<file path="src/rtl/flag_cond_unit.sv">
// Architectural N/Z/C/V flag register, in-flight flag-writer tracking and
// one-cycle branch-condition resolution. Define FLAG_BYPASS_EN to forward EX flags.
module flag_cond_unit #(
  parameter int MAX_PEND = 3,
  parameter int COND_W   = 4
) (
  input  logic              clk,
  input  logic              rst_n,
  input  logic              issue_set,
  input  logic              flag_we,
  input  logic              alu_n,
  input  logic              alu_z,
  input  logic              alu_v,
  input  logic              alu_c,
  input  logic              flush,
  input  logic              br_valid,
  input  logic [COND_W-1:0] br_cond,
  output logic              br_ready,
  output logic              resp_valid,
  output logic              resp_taken,
  output logic [3:0]        flags,
  output logic              pend_full,
  output logic              pend_err
);

  localparam int CNT_W = $clog2(MAX_PEND + 1);
  localparam logic [CNT_W-1:0] PEND_MAX = CNT_W'(MAX_PEND);
  localparam logic [CNT_W-1:0] PEND_ONE = CNT_W'(1);

  logic [CNT_W-1:0] r_pend;
  logic [3:0]       r_flags;
  logic             r_resp_valid;
  logic             r_resp_taken;
  logic             r_err;

  logic [3:0]       w_alu_flags;
  logic [3:0]       w_eval_flags;
  logic             w_accept;
  logic             w_taken;

  // Flag vector ordering is {N,Z,C,V}
  function automatic logic f_eval(input logic [3:0] code, input logic [3:0] f);
    logic n, z, c, v, res;
    {n, z, c, v} = f;
    case (code)
      4'h0:    res = z;
      4'h1:    res = ~z;
      4'h2:    res = c;
      4'h3:    res = ~c;
      4'h4:    res = n;
      4'h5:    res = ~n;
      4'h6:    res = v;
      4'h7:    res = ~v;
      4'h8:    res = c & ~z;
      4'h9:    res = ~c | z;
      4'hA:    res = (n == v);
      4'hB:    res = (n != v);
      4'hC:    res = ~z & (n == v);
      4'hD:    res = z | (n != v);
      4'hE:    res = 1'b1;
      default: res = 1'b0;
    endcase
    return res;
  endfunction

  assign w_alu_flags = {alu_n, alu_z, alu_c, alu_v};

`ifdef FLAG_BYPASS_EN
  logic w_bypass;
  // The only outstanding writer retires this cycle, so its flags are forwarded
  assign w_bypass     = (r_pend == PEND_ONE) & flag_we & ~issue_set;
  assign br_ready     = ((r_pend == '0) | w_bypass) & ~flush;
  assign w_eval_flags = w_bypass ? w_alu_flags : r_flags;
`else
  assign br_ready     = (r_pend == '0) & ~flush;
  assign w_eval_flags = r_flags;
`endif

  assign w_accept = br_valid & br_ready;
  assign w_taken  = f_eval(br_cond[3:0], w_eval_flags);

  always_ff @(posedge clk) begin
    if (!rst_n) begin
      r_pend       <= '0;
      r_flags      <= '0;
      r_resp_valid <= 1'b0;
      r_resp_taken <= 1'b0;
      r_err        <= 1'b0;
    end else begin
      if (flag_we) begin
        r_flags <= w_alu_flags;
      end

      r_resp_valid <= w_accept;
      if (w_accept) begin
        r_resp_taken <= w_taken;
      end

      if (flush) begin
        r_pend <= '0;
      end else if (issue_set && !flag_we) begin
        if (r_pend == PEND_MAX) r_err  <= 1'b1;
        else                    r_pend <= r_pend + 1'b1;
      end else if (flag_we && !issue_set) begin
        if (r_pend == '0) r_err  <= 1'b1;
        else              r_pend <= r_pend - 1'b1;
      end
    end
  end

  assign resp_valid = r_resp_valid;
  assign resp_taken = r_resp_taken;
  assign flags      = r_flags;
  assign pend_full  = (r_pend == PEND_MAX);
  assign pend_err   = r_err;

endmodule
</file>
<file path="config.mk">
export PLATFORM = sky130hd
export DESIGN_NAME = flag_cond_unit
export DESIGN_NICKNAME = d
export VERILOG_FILES = /design/src/rtl/flag_cond_unit.sv
export SDC_FILE = /design/constraint.sdc
export NUM_CORES = 1
export LEC_CHECK = 0
export ABC_AREA = 1
export CORE_AREA = 2 2 39 41
export DETAILED_ROUTE_END_ITERATION = 16
export DIE_AREA = 0 0 41 43
export HOLD_SLACK_MARGIN = 0.03
export PLACE_DENSITY = 0.79
export SYNTH_ARGS = -nofsm -noshare
export SYNTH_HDL_FRONTEND = slang
export SYNTH_SLANG_ARGS = --single-unit
export TNS_END_PERCENT = 20
</file>
<file path="constraint.sdc">
create_clock -name clk -period 3.6 [get_ports clk]
set_clock_uncertainty 0.15 [all_clocks]
set_input_delay 0.72 -clock clk [delete_from_list [all_inputs] [get_ports clk]]
set_output_delay 0.72 -clock clk [all_outputs]
set_load 0.03 [all_outputs]
</file>
==> flow_summary_export.csv <==
group,metric,value,unit
status,status,"complete, no violations",
clock_network,clk_pin_slew,0.06,ns
floorplan,fp.dieW,41,um
clock_network,cts-buffers-inserted,3,
clock_network,clk_latency,0.25,ns
setup_path,path_delay_family,"buffers and inverters",
layout,syn_to_final_growth,45.93,%
power,p_sw,78.36,uW
layout,drive_gt1_frac,0.04065,
sta,maxSlewViolCount,0,
detailed_routing,ant_nets,0,
place,place.detailed.hpwl,1074,um
synthesis,ys_warn_count,0,
sta,min_period,2.940,ns
sta,hold_viol_final,0,
floorplan,ios,23,
floorplan,die_area,1763,sq um
power,p_clk_frac,0.280,
synthesis,yosysSeqAreaShare,0.3165,
synthesis,synth_nets,113,
layout,fin_nets,139,
detailed_routing,vias_per_cell,4.971,
layout,fin_cells,139,
place,place.gp.congestion,0.7070,
setup_path,crit_required,2.73,ns
setup_path,crit_chain,"clkdlybuf4s50_1 > nor3_1 > clkdlybuf4s50_1",
synthesis,syn-cell-area,569.3,sq um
sta,timing.fmax,340.1,MHz
detailed_routing,routedWlPerCell,9.676,um
synthesis,ys_ff_latch,9,
clock_network,cts_setup_buffers,0,
grt,grt_pass1_vias,609,
floorplan,die_y,43,um
setup_path,crit_type,"in2out",
clock_network,htreeDepth,1,
setup_path,slowest_stage,"clkdlybuf4s50_1",
sta,finalSetupViolCount,0,
floorplan,coreArea,1384,sq um
place,port_buffers,22,
setup_path,path_buf_inv,2,
grt,grt_start_max_net_pins,9,
floorplan,std_cell_rows,14,
setup_path,critPathLaunchType,"primary input",
min_path,worstHoldPathType,"reg2reg",
sta,tns,0,ns
detailed_routing,dr.pass1.iters,4,
synthesis,syn_inst,98,
power,p_sw_frac,0.2993,
setup_path,critPathMaxStageDelay,0.71,ns
sta,rsz0062_at_grt,"no",
power,comb_power_share,0.299,
synthesis,synth.distinct_cells,14,
clock_network,cts-root-buf,"clkbuf_4",
power,pwr_density_cell,315.1,nW/um^2
floorplan,initial_core_util,0.4114,
setup_path,path_common_cell,"clkdlybuf4s50_1",
detailed_routing,finalWirelength,1345,um
run,maxCapViolCount,0,
detailed_routing,vias,691,
grt,grt_usage,0.1727,
setup_path,cp_max_fo,3,
clock_network,cts_max_path_buffers,2,
power,power_frac_seq,0.420,
setup_path,worst_ep_arrival_time,2.07,ns
layout,fillers,126,
power,ir_worst_vdd,0.0001920,V
place,place_inst,135,
setup_path,worst_setup_path_end_kind,"primary output",
layout,diodes,0,
clock_network,cts_hold_buf,0,
grt,gr-total-overflow,0,
grt,grt_first_pass_wirelength,2166,um
grt,antenna_found_initial,0,
sta,tightestPinTransition,0.3050,ns
power,internal-power,183.5,uW
sta,finalCritPeriodShare,0.8168,
sta,slew_headroom,0.7961,
clock_network,post_cts_resized,0,
synthesis,syn_area_per_cell,5.809,sq um
detailed_routing,drc,0,
detailed_routing,drtIter0Drc,13,
clock_network,clkSinkCount,9,
clock_network,cts_tree,"built",
power,p_leak,0.3853,nW
-- state kept, by name, summed over array words and instances (netlist names) --
signal	count
flags	4
r_pend	2
pend_err	1
resp_taken	1
resp_valid	1
-- power groups by stage --
stage / registers [mW] / clock network, mW / logic, mW
final: 0.110 / 0.0734 / 0.0783
after global routing: 0.111 / 0.0823 / 0.0857
after CTS: 0.110 / 0.0746 / 0.0780
after detailed placement: 0.112 / 0 / 0.0776
after global placement: 0.112 / 0 / 0.0766
after floorplan: 0.122 / 0 / 0.0335
-- area by class of cell --
type	count	area [sq um]	area share
multi-input cells	72	324.1	0.3901
flip-flops and latches	9	180.2	0.2169
well taps	16	20.02	0.02410
repair buffers	22	220.2	0.2651
clock buffers	4	26.28	0.03163
inverters	16	60.06	0.07229
-- synth_stat cells (all sizes together) --
| library cell | instances | area, sq um |
|---|---|---|
| o21ai | 8 | 40.04 |
| a31oi | 1 | 6.260 |
| a21oi | 7 | 38.79 |
| dfxtp | 9 | 180.2 |
| inv | 16 | 60.05 |
| nor2 | 13 | 48.80 |
| buf | 1 | 5.000 |
| nor3 | 2 | 10.01 |
| nand2 | 28 | 105.1 |
| nand3b | 1 | 7.510 |
| nand3 | 11 | 55.05 |
| ha | 1 | 12.51 |
-- worst reg2reg max path: cells and delay by family, from the launching register on --
kind / cells / cell delay (ns)
simple gates: 8 / 0.56
buf+inv: 1 / 0.09
compound gates: 1 / 0.12
flops: 1 / 0.38
-- placed cells by master, fill, tap and decap left out, types with 2 or more instances in the layout --
| cell | synthesis | layout |
|---|---|---|
| o21ai_0 | 8 | 8 |
| nor3_1 | 2 | 2 |
| inv_1 | 15 | 15 |
| clkdlybuf4s50_1 | 0 | 22 |
| nor2_1 | 13 | 13 |
| clkbuf_4 | 0 | 3 |
| a21oi_1 | 6 | 6 |
| dfxtp_1 | 9 | 9 |
| nand2_1 | 28 | 28 |
| nand3_1 | 11 | 11 |
-- final timing paths --
kind / depth (start not counted) / from / endpoint / slack (ns)
worst max-delay path: 3 / flush / br_ready / 0.66
worst min-delay path: 2 / pend_err$_SDFFE_PN0P_ / pend_err$_SDFFE_PN0P_ / 0.32
worst max register to register: 10 / flags[3]$_SDFFE_PN0P_ / resp_taken$_SDFFE_PN0P_ / 2.23
worst min register to register: 2 / pend_err$_SDFFE_PN0P_ / pend_err$_SDFFE_PN0P_ / 0.32
-- per-stage QoR --
| stage | power, mW | setup slack, ns | hold slack [ns] | instance area (sq um) | util |
|---|---|---|---|---|---|
| global route | 0.2786 | 0.5655 | 0.3495 | 830.8 | 0.6004 |
| global placement | 0.1886 | 0.6812 | 0.3035 | 804.5 | 0.5814 |
| finish | 0.2618 | 0.6595 | 0.3201 | 830.8 | 0.6004 |
| CTS | 0.2627 | 0.6383 | 0.3259 | 830.8 | 0.6004 |
| floorplan | 0.1555 | 1.312 | 0.3310 | 569.3 | - |
| detailed placement | 0.1898 | 0.6575 | 0.3126 | 804.5 | 0.5814 |
-- routing by layer --
layer / track usage / wire (um) / vias up
li1: - / - / 366
met3: 0.03141 / 91 / 4
met2: 0.3063 / 659 / 31
met4: 0.06000 / 14 / 0
met5: 0 / 0 / -
met1: 0.1902 / 579 / 290
-- kinds of logic after synthesis --
group | share of synthesized area
fa+ha+maj | 0.02197
buf+inv | 0.1143
flops | 0.3165
compound gates | 0.1495
simple gates | 0.3978
No activity file was read; power rests on OpenSTA's default activity.
